**src/rtl/dmem_arbiter.sv**
```systemverilog
// Two-port arbiter/sequencer for the 32-word data memory: latches one command,
// strobes the memory for a single ACCESS cycle, then pulses done to the winner.
module dmem_arbiter #(
    parameter int unsigned AW         = 32'd5,
    parameter int unsigned DW         = 32'd32,
    parameter bit          FIXED_PRIO = 1'b0
) (
    input  logic          clk,
    input  logic          rst_n,
    input  logic          r0_req,
    input  logic          r0_we,
    input  logic [31:0]   r0_addr,
    input  logic [DW-1:0] r0_wdata,
    output logic          r0_gnt,
    output logic          r0_done,
    output logic          r0_err,
    output logic [DW-1:0] r0_rdata,
    input  logic          r1_req,
    input  logic          r1_we,
    input  logic [31:0]   r1_addr,
    input  logic [DW-1:0] r1_wdata,
    output logic          r1_gnt,
    output logic          r1_done,
    output logic          r1_err,
    output logic [DW-1:0] r1_rdata,
    output logic          mem_we,
    output logic          mem_re,
    output logic [31:0]   mem_addr,
    output logic [DW-1:0] mem_wdata,
    input  logic [DW-1:0] mem_rdata,
    output logic          busy
);

    typedef enum logic [1:0] {
        ST_IDLE   = 2'd0,
        ST_ACCESS = 2'd1,
        ST_DONE   = 2'd2
    } state_e;

    state_e          state_q;
    logic            last_gnt_q;
    logic            cmd_port_q;
    logic            cmd_we_q;
    logic            cmd_err_q;
    logic [31:0]     mem_addr_q;
    logic [DW-1:0]   mem_wdata_q;
    logic            mem_we_q;
    logic            mem_re_q;
    logic            gnt0_q;
    logic            gnt1_q;
    logic            done0_q;
    logic            done1_q;
    logic            err0_q;
    logic            err1_q;
    logic [DW-1:0]   rdata0_q;
    logic [DW-1:0]   rdata1_q;

    logic            arb_valid_s;
    logic            arb_port_s;
    logic            sel_we_s;
    logic [31:0]     sel_addr_s;
    logic [DW-1:0]   sel_wdata_s;
    logic            sel_oor_s;

    // Any address bit above the decoded range marks the access as out of range.
    function automatic logic addr_oor(input logic [31:0] a);
        return (a >> AW) != 32'd0;
    endfunction

    // Pick the winner among active requesters and mux its command fields.
    always_comb begin
        arb_valid_s = r0_req | r1_req;
        if (r0_req && r1_req) begin
            if (FIXED_PRIO) begin
                arb_port_s = 1'b0;
            end else begin
                arb_port_s = ~last_gnt_q;
            end
        end else if (r1_req) begin
            arb_port_s = 1'b1;
        end else begin
            arb_port_s = 1'b0;
        end

        if (arb_port_s) begin
            sel_we_s    = r1_we;
            sel_addr_s  = r1_addr;
            sel_wdata_s = r1_wdata;
        end else begin
            sel_we_s    = r0_we;
            sel_addr_s  = r0_addr;
            sel_wdata_s = r0_wdata;
        end
        sel_oor_s = addr_oor(sel_addr_s);
    end

    // Transaction FSM; every output is a register set up one state ahead.
    always_ff @(posedge clk or negedge rst_n) begin
        if (!rst_n) begin
            state_q     <= ST_IDLE;
            last_gnt_q  <= 1'b1;
            cmd_port_q  <= 1'b0;
            cmd_we_q    <= 1'b0;
            cmd_err_q   <= 1'b0;
            mem_addr_q  <= 32'd0;
            mem_wdata_q <= '0;
            mem_we_q    <= 1'b0;
            mem_re_q    <= 1'b0;
            gnt0_q      <= 1'b0;
            gnt1_q      <= 1'b0;
            done0_q     <= 1'b0;
            done1_q     <= 1'b0;
            err0_q      <= 1'b0;
            err1_q      <= 1'b0;
            rdata0_q    <= '0;
            rdata1_q    <= '0;
        end else begin
            case (state_q)
                ST_IDLE: begin
                    if (arb_valid_s) begin
                        state_q     <= ST_ACCESS;
                        last_gnt_q  <= arb_port_s;
                        cmd_port_q  <= arb_port_s;
                        cmd_we_q    <= sel_we_s;
                        cmd_err_q   <= sel_oor_s;
                        mem_addr_q  <= sel_addr_s;
                        mem_wdata_q <= sel_wdata_s;
                        mem_we_q    <= sel_we_s & ~sel_oor_s;
                        mem_re_q    <= ~sel_we_s & ~sel_oor_s;
                        gnt0_q      <= ~arb_port_s;
                        gnt1_q      <= arb_port_s;
                    end
                end
                ST_ACCESS: begin
                    state_q  <= ST_DONE;
                    mem_we_q <= 1'b0;
                    mem_re_q <= 1'b0;
                    gnt0_q   <= 1'b0;
                    gnt1_q   <= 1'b0;
                    done0_q  <= ~cmd_port_q;
                    done1_q  <= cmd_port_q;
                    err0_q   <= ~cmd_port_q & cmd_err_q;
                    err1_q   <= cmd_port_q & cmd_err_q;
                    // Only successful reads update the requester's data register.
                    if (!cmd_we_q && !cmd_err_q) begin
                        if (cmd_port_q) begin
                            rdata1_q <= mem_rdata;
                        end else begin
                            rdata0_q <= mem_rdata;
                        end
                    end
                end
                ST_DONE: begin
                    state_q <= ST_IDLE;
                    done0_q <= 1'b0;
                    done1_q <= 1'b0;
                    err0_q  <= 1'b0;
                    err1_q  <= 1'b0;
                end
                default: begin
                    state_q  <= ST_IDLE;
                    mem_we_q <= 1'b0;
                    mem_re_q <= 1'b0;
                    gnt0_q   <= 1'b0;
                    gnt1_q   <= 1'b0;
                    done0_q  <= 1'b0;
                    done1_q  <= 1'b0;
                    err0_q   <= 1'b0;
                    err1_q   <= 1'b0;
                end
            endcase
        end
    end

    assign r0_gnt    = gnt0_q;
    assign r0_done   = done0_q;
    assign r0_err    = err0_q;
    assign r0_rdata  = rdata0_q;
    assign r1_gnt    = gnt1_q;
    assign r1_done   = done1_q;
    assign r1_err    = err1_q;
    assign r1_rdata  = rdata1_q;
    assign mem_we    = mem_we_q;
    assign mem_re    = mem_re_q;
    assign mem_addr  = mem_addr_q;
    assign mem_wdata = mem_wdata_q;
    assign busy      = (state_q != ST_IDLE);

endmodule
```
**config.mk**
```make
export PLATFORM = sky130hd
export DESIGN_NAME = dmem_arbiter
export DESIGN_NICKNAME = d
export VERILOG_FILES = /design/src/rtl/dmem_arbiter.sv
export SDC_FILE = /design/constraint.sdc
export NUM_CORES = 1
export LEC_CHECK = 0
export ABC_AREA = 0
export CAP_MARGIN = 20
export CORE_AREA = 4 4 114 116
export CTS_BUF_LIST = sky130_fd_sc_hd__clkbuf_4
export CTS_CLUSTER_DIAMETER = 200
export CTS_CLUSTER_SIZE = 20
export DETAILED_ROUTE_END_ITERATION = 8
export DIE_AREA = 0 0 118 120
export DONT_BUFFER_PORTS = 1
export PLACE_DENSITY = 0.78
export SLEW_MARGIN = 20
export SYNTH_ARGS = -nofsm -noshare
export SYNTH_HDL_FRONTEND = slang
export SYNTH_SLANG_ARGS = --single-unit
```
**constraint.sdc**
```tcl
create_clock -name clk -period 2.4 [get_ports clk]
set_clock_uncertainty 0.15 [all_clocks]
set_input_delay 0.72 -clock clk [delete_from_list [all_inputs] [get_ports clk]]
set_output_delay 0.72 -clock clk [all_outputs]
set_load 0.05 [all_outputs]
```
# After elaboration in Yosys (flattened, before gate mapping)
# Cells that the tools add are included.
# Widths: inputs -> output; s select.
[totals]
elab_cells = 61
ff_bits = 142
inputBits = 166
[classes]
n_reduce_logical = 11
n_eq_ne = 3
muxes = 19
bitwise_logic = 11
[op_table]
columns = ["op", "count"]
rows = [
  ["$mux 32", 2],
  ["$reduce_bool 32->1", 1],
  ["$pmux 1 s2", 8],
  ["$mux 1", 7],
  ["$not 1->1", 6],
  ["$reduce_and 3->1", 2],
  ["$and 1x1->1", 4],
  ["$pmux 2 s2", 1],
  ["$reduce_and 2->1", 2],
  ["$eq 2x1->1 const B", 1],
  ["$eq 2x2->1 const B", 1],
  ["$logic_and 1x1->1", 2],
  ["$logic_not 1->1", 2],
  ["$logic_not 2->1", 1],
  ["$mux 2", 1],
  ["$ne 2x2->1 const B", 1],
  ["$reduce_bool 2->1", 1],
  ["$or 1x1->1", 1],
]

# Logic depth before layout (Yosys ltp)
# Gate-level depths: netlist of run 1.
[logic_depth]
depth_word = 8
ltp_mapped = 6
mapped_depth_nobuf = 5

# Worst setup path after synthesis of run 1
# OpenSTA, ideal clock, no wires.
[synth_path]
path_kind = "reg-to-output"
startpoint = "register state_q[0]"
endpoint = "output port busy"
setup_slack_ns = 0.416
t_required_ns = 1.530
path_stages_with_launch = 4
path_buffers = 1
arrival_time_ns = 1.114
cell_sequence = "dfrtp_1 -> buf_1 -> nor2_1 -> inv_1"
[synth_via]
elab_chain_cells = 1
[synth_lines]
columns = ["item", "line_no", "source"]
rows = [
  ["start, declared", "40", "state_e state_q;"],
  ["start signal, assigned", "100", "state_q <= ST_IDLE;"],
  ["start signal, assigned", "121", "state_q <= ST_ACCESS;"],
  ["start signal, assigned", "135", "state_q <= ST_DONE;"],
  ["$reduce_bool 2->1", "187", "assign busy = (state_q != ST_IDLE);"],
  ["end, declared", "31", "output logic busy"],
]
# Every way passes these cells.

# Worst setup path in the final report of run 1
# Ends and elaborated chain as after synthesis.

==> results by group, run 1 <==
Run status
  • Status: finished, violations left
  • Failing checks: hold timing

Layout
  • Final Core Density: 56.4%
  • Area growth from synthesis to layout: 9.40%
  • Register area: 3550 um2
  • Filler cells: 1,016
  • Layout cells sized above 1: 22.6%
  • Nets: 668
  • Area of the multi-input gates: 2430 um2

Floorplanning
  • Initial Util: 51.5%
  • DIE AREA: 14,200 um2
  • Row count: 40
  • Core Area: 11,900 um2
  • Die W: 118 um
  • DIE HEIGHT: 120 um
  • I/O pin count: 303

Routing
  • 1st-pass router iterations: 4
  • Routed via count: 3,921
  • DRC violation total after the first TritonRoute iteration: 173
  • Highest metal used: met4
  • Post-route ant nets: 0
  • DR WL met3: 1770 um
  • Vias per std cell: 5.93
  • Number of remaining DRC errors: 0
  • WL/cell: 23.3 um
  • Wire length on met1: 5420 um
  • WL met2: 7880 um
  • Final wirelength: 15,400 um

GRT
  • Remaining global-route overflow: 0
  • Vias in the first global route: 4,275
  • First-pass GRT wire length: 24,000 um
  • Global Route Usage Sum: 21.9%
  • Largest net degree at the start of global routing: 143
  • Initial antenna violation count: 0

Synth
  • Async set or reset register ratio after synthesis: 100%
  • Synth area leader: dfrtp_1
  • Post-synth top flop: dfrtp_1
  • Most common cell in the netlist: dfrtp_1
  • Synth cell count leaders: dfrtp_1, nor2_1, a21oi_1
  • Top-area cell type share of the netlist area: 57.5%
  • Main area contributors after synthesis: dfrtp_1, mux2i_1, mux2_4, mux2_2, a21oi_1
  • Cell variety after synth: 31
  • Synthesized Nets: 663
  • Mapped Avg Cell Area: 12.3 um2
  • Flop and latch count out of synthesis: 142
  • Cell Area, Synth: 6140 um2
  • Register area share after synthesis: 57.9%
  • Yosys warns: 0
  • Mapped Cells: 497
  • Post-synth EDFFs: 0

Critical path
  • Most Frequent Cell on Critical Path: buf_6
  • Critical Path Start Type: register
  • Reg2Reg Capture Point: r1_rdata[22]$_DFFE_PN0P_
  • Critical path buffers and inverters: 3
  • Top delay family on crit path: flip-flops
  • Critical path arrival: 1400 ps
  • Worst r2r src: state_q[1]$_DFFE_PN0P_
  • Reg2Reg Depth: 4
  • Worst Setup End Kind: primary output
  • Critical Path RT: 1530 ps
  • Worst R2R Setup Slack: 360 ps
  • Critical path peak fanout: 12
  • Crit-path cells: buf_6 > nor2_4 > inv_1 > buf_6
  • Max incr delay on CP: 410 ps
  • Critical setup path kind: reg -> out
  • CP max stage cell: dfrtp_1

Clocking
  • Clock root cell: clkbuf_4
  • TritonCTS Buffers: 17
  • Sink Count: 142
  • CTS max path bufs: 2
  • Skew-Pair Late Insertion Delay: 510 ps
  • CTS tree: built
  • H-tree depth: 4
  • Reg clk slew, reported paths: 120 ps

Worst hold path
  • Hold Crit Class: in -> async

Power
  • Clock power share: 19.0%
  • Net switching power: 4.62 mW
  • LEAKAGE: 3.07 nW
  • Comb power frac: 18.1%
  • Pwr per Cell Area: 1390 nW/um2
  • Sequential Power Share: 63.0%
  • Sw frac: 49.6%
  • Int Power: 4.70 mW
  • Max VDD drop: 0.992 mV

Timing
  • Fin crit period: 2270 ps
  • Ratio of final minimum period to clock period: 94.5%
  • Slew Limit Fails: 0
  • Min Hold Slack: -270 ps
  • Fmax achieved: 441 MHz
  • Setup violations, final: 0
  • Worst-margin pin slew: 547 ps
  • Final hold viol count: 142
  • Setup TNS: 0 ps
  • RSZ-0062 raised after global routing: no
  • Rel. slew slack: 63.6%

Place
  • Buffers on Ports: 0
  • Routability cong.: 0.875
  • DPL Wire Length: 11,600 um

Job
  • Max-cap violations: 0
==> logic make-up after synthesis <==
family,Yosys count,share of synthesized area [%]
compound gates,81,6.81
simple gates,106,7.73
buf+inv,37,3.04
flops,142,57.9
mux,131,24.5
==> metal layers <==
layer / GRT usage, % / vias up
met5: 0 / -
li1: - / 1772
met4: 9.08 / 0
met2: 37.6 / 209
met3: 11.2 / 26
met1: 22.8 / 1914
==> area by class of cell <==
type / count / share of cell area [%]
clock buffer: 18 / 2.01
sequential: 142 / 52.9
timing repair buffer: 17 / 2.81
multi-input combinational: 318 / 36.2
inverter: 6 / 0.335
antenna: 1 / 0.0373
clock inverter: 12 / 2.91
tap: 147 / 2.74
==> layout by cell type, fill, tap and decap left out, types with 2 or more instances in the layout <==
cell	Yosys	final
dfrtp_1	141	141
nor2_1	72	71
a21oi_1	70	70
mux2i_1	67	67
mux2_2	32	32
mux2_4	30	30
clkbuf_4	0	18
nor4_1	12	12
buf_4	2	10
nand2_1	6	6
o21ai_0	6	6
inv_1	5	5
bufinv_16	0	5
nand2b_1	4	4
clkinv_2	0	4
buf_12	0	4
nor3_1	3	3
nand3_1	3	3
buf_6	3	3
mux2_1	2	2
nand4_1	2	2
clkinv_4	0	2
==> power groups by stage <==
stage / clock, mW / combinational [mW] / sequential [mW]
floorplan: 0 / 1.32 / 5.70
global placement: 0 / 1.54 / 5.91
detailed placement: 0 / 1.65 / 5.92
CTS: 1.83 / 1.66 / 5.89
global route: 1.94 / 1.92 / 5.97
finish: 1.77 / 1.68 / 5.87
==> flip-flops by register name, summed over array words and instances, names as in the netlist <==
name        cells
r1_done         1
state_q         2
r1_rdata       32
cmd_port_q      1
mem_we          1
r0_err          1
r0_rdata       32
r1_err          1
r0_done         1
cmd_err_q       1
mem_wdata      32
last_gnt_q      1
mem_re          1
r1_gnt          1
mem_addr       32
cmd_we_q        1
r0_gnt          1
==> stage by stage <==
step | cells | setup slack, ps | cell area, um2 | power (mW)
4_1_cts | 658 | 9.71 | 6690 | 9.38
6_report | 661 | 131 | 6710 | 9.32
5_1_grt | 660 | 29.9 | 6710 | 9.83
3_5_place_dp | 628 | 316 | 6350 | 7.57
2_1_floorplan | 497 | 416 | 6140 | 7.02
3_3_place_gp | 628 | 339 | 6350 | 7.45
==> what timing repair did <==
item | in CTS | in global routing
setup buffers | 0 | 2
endpoints found under the hold margin | 142 | 142
setup endpoints to repair | 1 | 1
pin swaps | 0 | 1
gates resized for setup | 4 | 1
==> how the worst max path moves through the flow <==
| stage | startpoint | end | slack, ps | cells after the start |
|---|---|---|---|---|
| CTS | state_q[1]$_DFFE_PN0P_ | busy | 10 | 4 |
| floorplan | state_q[0]$_DFFE_PN0P_ | busy | 420 | 3 |
| finish | state_q[0]$_DFFE_PN0P_ | busy | 130 | 4 |
| global route | state_q[0]$_DFFE_PN0P_ | busy | 30 | 4 |
| detailed placement | r1_req | mem_re$_DFFE_PN0P_ | 320 | 5 |
| global placement | r1_addr[20] | mem_re$_DFFE_PN0P_ | 340 | 6 |
Note: power is estimated with default switching activity, not from simulation.
==> inputs of run 2 (changes only) <==
Settings changed: CORE_AREA 4 4 114 116 to 2 2 119 121, DIE_AREA 0 0 118 120 to 0 0 121 123, PLACE_DENSITY 0.78 to 0.72.
==> run 2 against run 1 <==
  * Die area up 5.1%
  * Global-route usage fell by 2.5 points
  * Critical endpoint unchanged
  * Final area up 0.13%
  * Highest routed layer unchanged
  * The flow still finishes with violations (hold timing)
  * Sequential power hardly changed
  * Power down 0.78%
  * Fmax increased by 1.7%
  * Register-to-register slack worse by 150 ps
  * Sequential cell count unchanged
  * Clock power hardly changed
  * Worst hold slack got worse by 8.3 ps
==> results by group, run 2 (synthesis results as in run 1) <==
Worst hold path
  • Hold Crit Class: in -> async

GRT
  • Vias in the first global route: 3,960
  • Largest net degree at the start of global routing: 143
  • Initial antenna violation count: 0
  • Global Route Usage Sum: 19.4%
  • First-pass GRT wire length: 21,700 um
  • Remaining global-route overflow: 0

Layout
  • Area growth from synthesis to layout: 9.54%
  • Most frequent cells in the layout: dfrtp_1, nor2_1, a21oi_1
  • Layout cells sized above 1: 23.0%
  • Nets: 666
  • Design Area, Final: 6720 um2
  • Commonest non-fill, non-tap cell in the layout: dfrtp_1
  • Antenna Cells: 0
  • Final Instance Count excl. Fillers: 693

Timing
  • Rel. slew slack: 62.7%
  • Setup violations, final: 0
  • Min Hold Slack: -279 ps
  • Fin crit period: 2230 ps
  • Ratio of final minimum period to clock period: 92.9%
  • Fmax achieved: 448 MHz
  • RSZ-0062 raised after global routing: no
  • Worst-margin pin slew: 559 ps
  • Setup TNS: 0 ps
  • Final hold viol count: 141
  • Slew Limit Fails: 0

Critical path
  • CP startpoint: state_q[1]$_DFFE_PN0P_
  • Critical path peak fanout: 9
  • CP max stage cell: dfrtp_2
  • Max incr delay on CP: 430 ps
  • Critical path arrival: 1360 ps
  • Critical Path RT: 1530 ps
  • Critical setup path kind: reg -> out
  • Worst Setup End Kind: primary output
  • Critical Path Start Type: register
  • Crit-path cells: buf_4 > nor2_4 > inv_4
  • Worst r2r src: state_q[0]$_DFFE_PN0P_

Power
  • Pwr per Cell Area: 1380 nW/um2
  • LEAKAGE: 3.04 nW
  • Max VDD drop: 0.766 mV

Routing
  • WL/cell: 21.5 um
  • DRC violation total after the first TritonRoute iteration: 174
  • Routed via count: 3,798
  • 1st-pass router iterations: 4
  • Final wirelength: 14,900 um
  • Post-route ant nets: 0
  • Number of remaining DRC errors: 0
  • Vias per std cell: 5.48

Clocking
  • Sink Count: 142
  • H-tree depth: 4
  • CTS tree: built
  • CTS max path bufs: 2
  • Reg clk slew, reported paths: 130 ps
  • Clock root cell: clkbuf_4
  • TritonCTS Buffers: 17
  • Skew-Pair Late Insertion Delay: 520 ps

Floorplanning
  • Row count: 43
  • DIE AREA: 14,900 um2
  • DIE HEIGHT: 123 um
  • Die W: 121 um
  • Core Area: 13,600 um2
  • Initial Util: 45.1%
  • I/O pin count: 303

Place
  • DPL Wire Length: 11,100 um
  • Routability cong.: 0.817
  • Placed Cells: 660
  • Buffers on Ports: 0
  • Area post-placement: 6370 um2

Run status
  • Status: finished, violations left
  • Failing checks: hold timing

Job
  • Max-cap violations: 0
[run 2: cell count changes in the layout (fill, tap and decap cells not counted), moves of 2 or more]
cell / previous run / this run
buf_4: 10 / 12
buf_6: 3 / 0
clkinv_2: 4 / 2
clkinvlp_4: 1 / 3
inv_6: 0 / 4
[run 2: worst paths after layout]
kind | endpoint | slack (ps) | depth (start not counted)
max reg2reg | mem_re$_DFFE_PN0P_ | 210 | 6
min reg2reg | last_gnt_q$_DFFE_PN1P_ | 440 | 2
min | r1_rdata[17]$_DFFE_PN0P_ | -280 | 0
max | busy | 170 | 3
max in group asynchronous | mem_addr[2]$_DFFE_PN0P_ | 2050 | 0
min in group clk | last_gnt_q$_DFFE_PN1P_ | 110 | 1
[run 2: area by class of cell]
class / instances / area [um2]
inverters: 6 / 25.0
multi-input cells: 318 / 2430
clock inverters: 15 / 208
fillers: 1174 / 6890
repair buffers: 15 / 150
flip-flops and latches: 142 / 3560
well taps: 180 / 225
clock buffers: 17 / 128
[run 2: worst max-delay path, delay by kind of cell (launching register included)]
family,cells,cell delay (ps)
buf+inv,2,280
simple gates,1,140
flops,1,430
[run 2: report_power, final]
part	switching, mW	total (mW)	internal, mW
clock network	0.926	1.77	0.844
registers	2.83	5.87	3.04
logic	0.923	1.61	0.685
total	4.68	9.25	4.57
[run 2: timing repair]
| item | CTS | global route |
|---|---|---|
| setup endpoints to repair | 1 | 1 |
| endpoints found under the hold margin | 142 | 142 |
| buffers inserted | 0 | 1 |
| pin swaps | 0 | 1 |
| gates resized for setup | 4 | 1 |
[run 2: per-layer routing]
layer  GRT usage, %  vias to the layer above  part of all wire, %
li1               -                     1758                    -
met1           21.6                     1837                   37
met2           33.3                      193                   52
met3           9.41                       10                   10
met4           5.09                        0                 0.83
met5              0                        -                    0
[run 2: metrics by stage]
stage	total power, mW	util [%]	setup slack, ps	hold slack, ps
6_report	9.25	49.4	170	-279
5_1_grt	9.69	49.4	29.1	-380
4_1_cts	9.33	49.3	5.52	-362
3_5_place_dp	7.51	46.8	204	277
3_3_place_gp	7.41	46.8	201	277
2_1_floorplan	7.02	-	416	274
==> variant 1: new RTL, settings of run 1 <==
Reset style: synchronous (`rst_n`), changed in one clocked block.
--- a/src/rtl/dmem_arbiter.sv
+++ b/src/rtl/dmem_arbiter.sv
@@ -96,5 +96,5 @@
 
     // Transaction FSM; every output is a register set up one state ahead.
-    always_ff @(posedge clk or negedge rst_n) begin
+    always_ff @(posedge clk) begin
         if (!rst_n) begin
             state_q     <= ST_IDLE;
Formal check against the unedited RTL: differs if rst_n is asserted again (counterexample within 4 cycles, from zero or initial values and one cycle with rst_n low); with rst_n held inactive, the same outputs for 4 cycles.
==> variant 1 against run 1 <==
  * Critical path depth down 3
  * Synthesized area down 2.2%
  * Wire length up 3.5%
  * Cell area down 4.0%
  * Final cell count up 18%
  * Global-route usage up 0.11 points
  * Worst setup slack better by 0.056 ns
  * Sequential cell count unchanged
  * Hold slack better by 0.42 ns
Power is not compared: it rests on default switching activity, and its combinational part moved more than twofold at a synthesized area within 25%.
==> variant 1: results (changes against run 1) <==
H-tree level count 4 (unchanged); actual slew at the worst max-slew pin 0.594 ns (+0.0473 ns); starting DRC count in detailed routing 285 (+65%); HP Class input pin to flip-flop; maximum vdd drop approximately 520 uV; Final HPWL DP 11,900 um (+2.1%); port bufs 0 (unchanged); CTS Root Cell clkbuf_4; # Post-CTS Setup Buffers 0 (unchanged); Detailed Route WL 16,000 um (+3.5%); clk buf depth 2 (unchanged); placed instance area 0.00606 sq mm (-4.6%); Synth async-reset ratio 0% (-100 points); Post-CTS Resized 0 (-4); synthesized net count 808 (+22%); Yosys cell types 36 (+16%); share of the yosys chip area belonging to registers 47.4% (-11 points); Clock transition at path regs 0.12 ns (about the same); largest net degree at the start of global routing 140 (-2.1%); top cell type's share of synthesized area 47.4% (-10 points); CTS Buf Count 17 (unchanged); Total GRT Usage 22.0% (+0.11 points); Skew-Pair Late Insertion Delay 0.54 ns (+0.03 ns); first-pass GRT wire length 24,800 um (+3.2%); slowest CP cell dfxtp_1; Worst path top cell family by delay flip-flops; max incr delay on CP 0.51 ns (+0.10 ns); share of cells above drive strength 1 7.74% (-15 points); worst hold start mem_rdata[5]; leakage power between 2 and 3 nW; main area contributors after synthesis dfxtp_1 (47%), nand2_1 (13%), mux2i_1 (11%), o211a_1 (11%), a21boi_0 (7.0%); crit path launch state_q[0]; status complete, no violations; worst path arrival time 1.34 ns (-0.06 ns); CP Max Fanout 8 (-4); Vias 4,569 (+17%); fin nets 787 (+18%); commonest cells in the synthesized netlist nand2_1 (200), dfxtp_1 (142), mux2i_1 (66), o211a_1 (64), a21boi_0 (56); drt pass-1 iters 5 (+1); synth warn 0 (unchanged); Setup TNS 0 ns (unchanged); GPL Wtd Cong 0.859 (-1.8%); initial antenna violation count 2 (+2); vias in the first global route 4,545 (+6.3%)
## variant 1: changes by cell type in the layout (fill, tap and decap cells not counted), sizes merged, moves of 64 or more
cell	change
dfxtp	+142
nand2	+194
a21boi	+66
mux2	-64
a21oi	-67
dfrtp	-141
nor2	-67
o211a	+64
## variant 1: power by group
part | total [W] | internal [W] | switching [W] | leakage (nW)
Clock | 0.00199 | 0.00114 | 0.000848 | 0.197
Sequential | 0.00325 | 0.00253 | 0.000717 | 1.16
Combinational | 0.000566 | 0.000272 | 0.000294 | 1.52
## variant 1: logic make-up after synthesis
kind of cell | after synthesis | synth area share [%]
muxes | 66 | 11.0
DFF | 142 | 47.4
and+or+nand+nor | 237 | 16.6
AOI/OAI and AO/OA | 142 | 20.3
buffers and inverters | 55 | 4.75
## variant 1: per-stage QoR
step	power [W]	worst slack, ns	cells	utilization [%]
finish	0.00580	0.187	782	54.1
CTS	0.00585	0.109	780	54.0
floorplan	0.00376	0.451	642	-
global route	0.00606	0.0872	782	54.1
global placement	0.00384	0.341	749	50.9
detailed placement	0.00387	0.324	749	50.9
## variant 1: worst paths after layout
check	cells past startpoint	slack [ns]	end
worst min-delay path	2	0.15	r1_rdata[5]
worst max-delay path	1	0.19	busy
worst min register to register	2	0.41	last_gnt_q
worst max register to register	5	0.48	mem_wdata[13]
## variant 1: final cells by class
cell class,instances,area [sq um]
tap,147,184
clock inverter,13,244
antenna,2,5.00
timing repair buffer,13,135
sequential,142,2840
inverter,2,7.51
fill,1073,5470
multi-input combinational,445,2890
clock buffer,18,135
## variant 1: per-layer routing
layer	track usage, %	vias to the layer above	part of all wire, %
li1	-	2184	-
met1	23.0	2150	36
met2	38.0	215	51
met3	10.8	20	11
met4	8.94	0	2.0
met5	0	-	0
==> variant 2: new RTL, config.mk and constraints of run 1 <==
Made on the original files. Change the parameter `DW` from 32'd32 to 32'd16.
--- a/src/rtl/dmem_arbiter.sv
+++ b/src/rtl/dmem_arbiter.sv
@@ -3,5 +3,5 @@
 module dmem_arbiter #(
     parameter int unsigned AW         = 32'd5,
-    parameter int unsigned DW         = 32'd32,
+    parameter int unsigned DW         = 32'd16,
     parameter bit          FIXED_PRIO = 1'b0
 ) (
Interface: changed (6 resized); port bits go from 303 to 207. No check against the original RTL was run, so the function may have changed too.
==> variant 2 against run 1 <==
  * The run still ends with negative hold slack left
  * Total power down 32%
  * Wire length shrank 34%
  * Worst setup slack improved by 0.058 ns
  * Cell area decreased by 34%
  * Sequential cell count is 48 lower
  * Synthesized area decreased by 33%
  * Combinational power down 24%
  * Sequential share of layout area down 0.15 points
  * Critical path type unchanged
  * Largest cell class unchanged
  * Largest power group unchanged
==> variant 2: results (changes against run 1) <==
hold_ws -0.194 ns (+0.0762 ns); Total GRT Usage 14.6% (-7.3 points); vias in the first global route 3,006 (-30%); GPL Wtd Cong 0.815 (-6.8%); share of cells above drive strength 1 17.1% (-5.5 points); Yosys cell types 26 (-16%); actual slew at the worst max-slew pin 0.540 ns (-0.00650 ns); WL/cell 20.1 um (-14%); drt pass-1 iters 7 (+3); Worst R2R Start cmd_port_q; status finished with violations; reg-to-reg endpoint r1_rdata[7]; first-pass GRT wire length 16,200 um (-33%); fin nets 475 (-29%); Final Hold Fails 93 (-35%); Reg2Reg Setup Slack 0.39 ns (+0.03 ns); Placed Instances 493 (-21%); main area contributors after synthesis dfrtp_1 (56%), mux2i_1 (12%), a21oi_1 (6.7%), mux2_2 (6.0%), nor2_1 (5.1%); largest net degree at the start of global routing 95 (-34%); failing checks negative hold slack; maximum vdd drop 769 uV (-22%); Clock transition at path regs 0.14 ns (+0.02 ns); final worst path period need 2.21 ns (-0.0577 ns); CTS Buf Count 9 (-8); leakage power 1.94 nW (-37%); Vias 2,766 (-29%); crit path launch state_q[1]; share of the yosys chip area belonging to registers 56.9% (-1.0 points); Via density 5.43 (-8.4%); CP Max Fanout 11 (-1)
-- variant 2: cell families after synthesis --
kind of cell           synth area share (%)
muxes                                  22.0
DFF                                    56.9
buffers and inverters                  3.39
AOI/OAI and AO/OA                      7.89
and+or+nand+nor                        9.86
-- variant 2: final cells by class --
cell class	count	area share, %
tap	147	4.13
clock buffer	10	1.68
multi-input combinational	237	37.4
sequential	94	52.8
clock inverter	6	1.40
inverter	6	0.505
timing repair buffer	9	2.08
-- variant 2: power by group --
| part | switching (W) | leakage, nW | internal (W) |
|---|---|---|---|
| sequential | 0.00210 | 1.11 | 0.00207 |
| clock | 0.000526 | 0.0801 | 0.000329 |
| combinational | 0.000756 | 0.754 | 0.000516 |
-- variant 2: layer usage --
metal / global-route usage [%] / part of all wire, % / vias up
met5: 0 / 0 / -
met1: 16.4 / 38 / 1343
met2: 25.4 / 51 / 149
li1: - / - / 1264
met4: 5.71 / 1.5 / 0
met3: 5.18 / 9.3 / 10
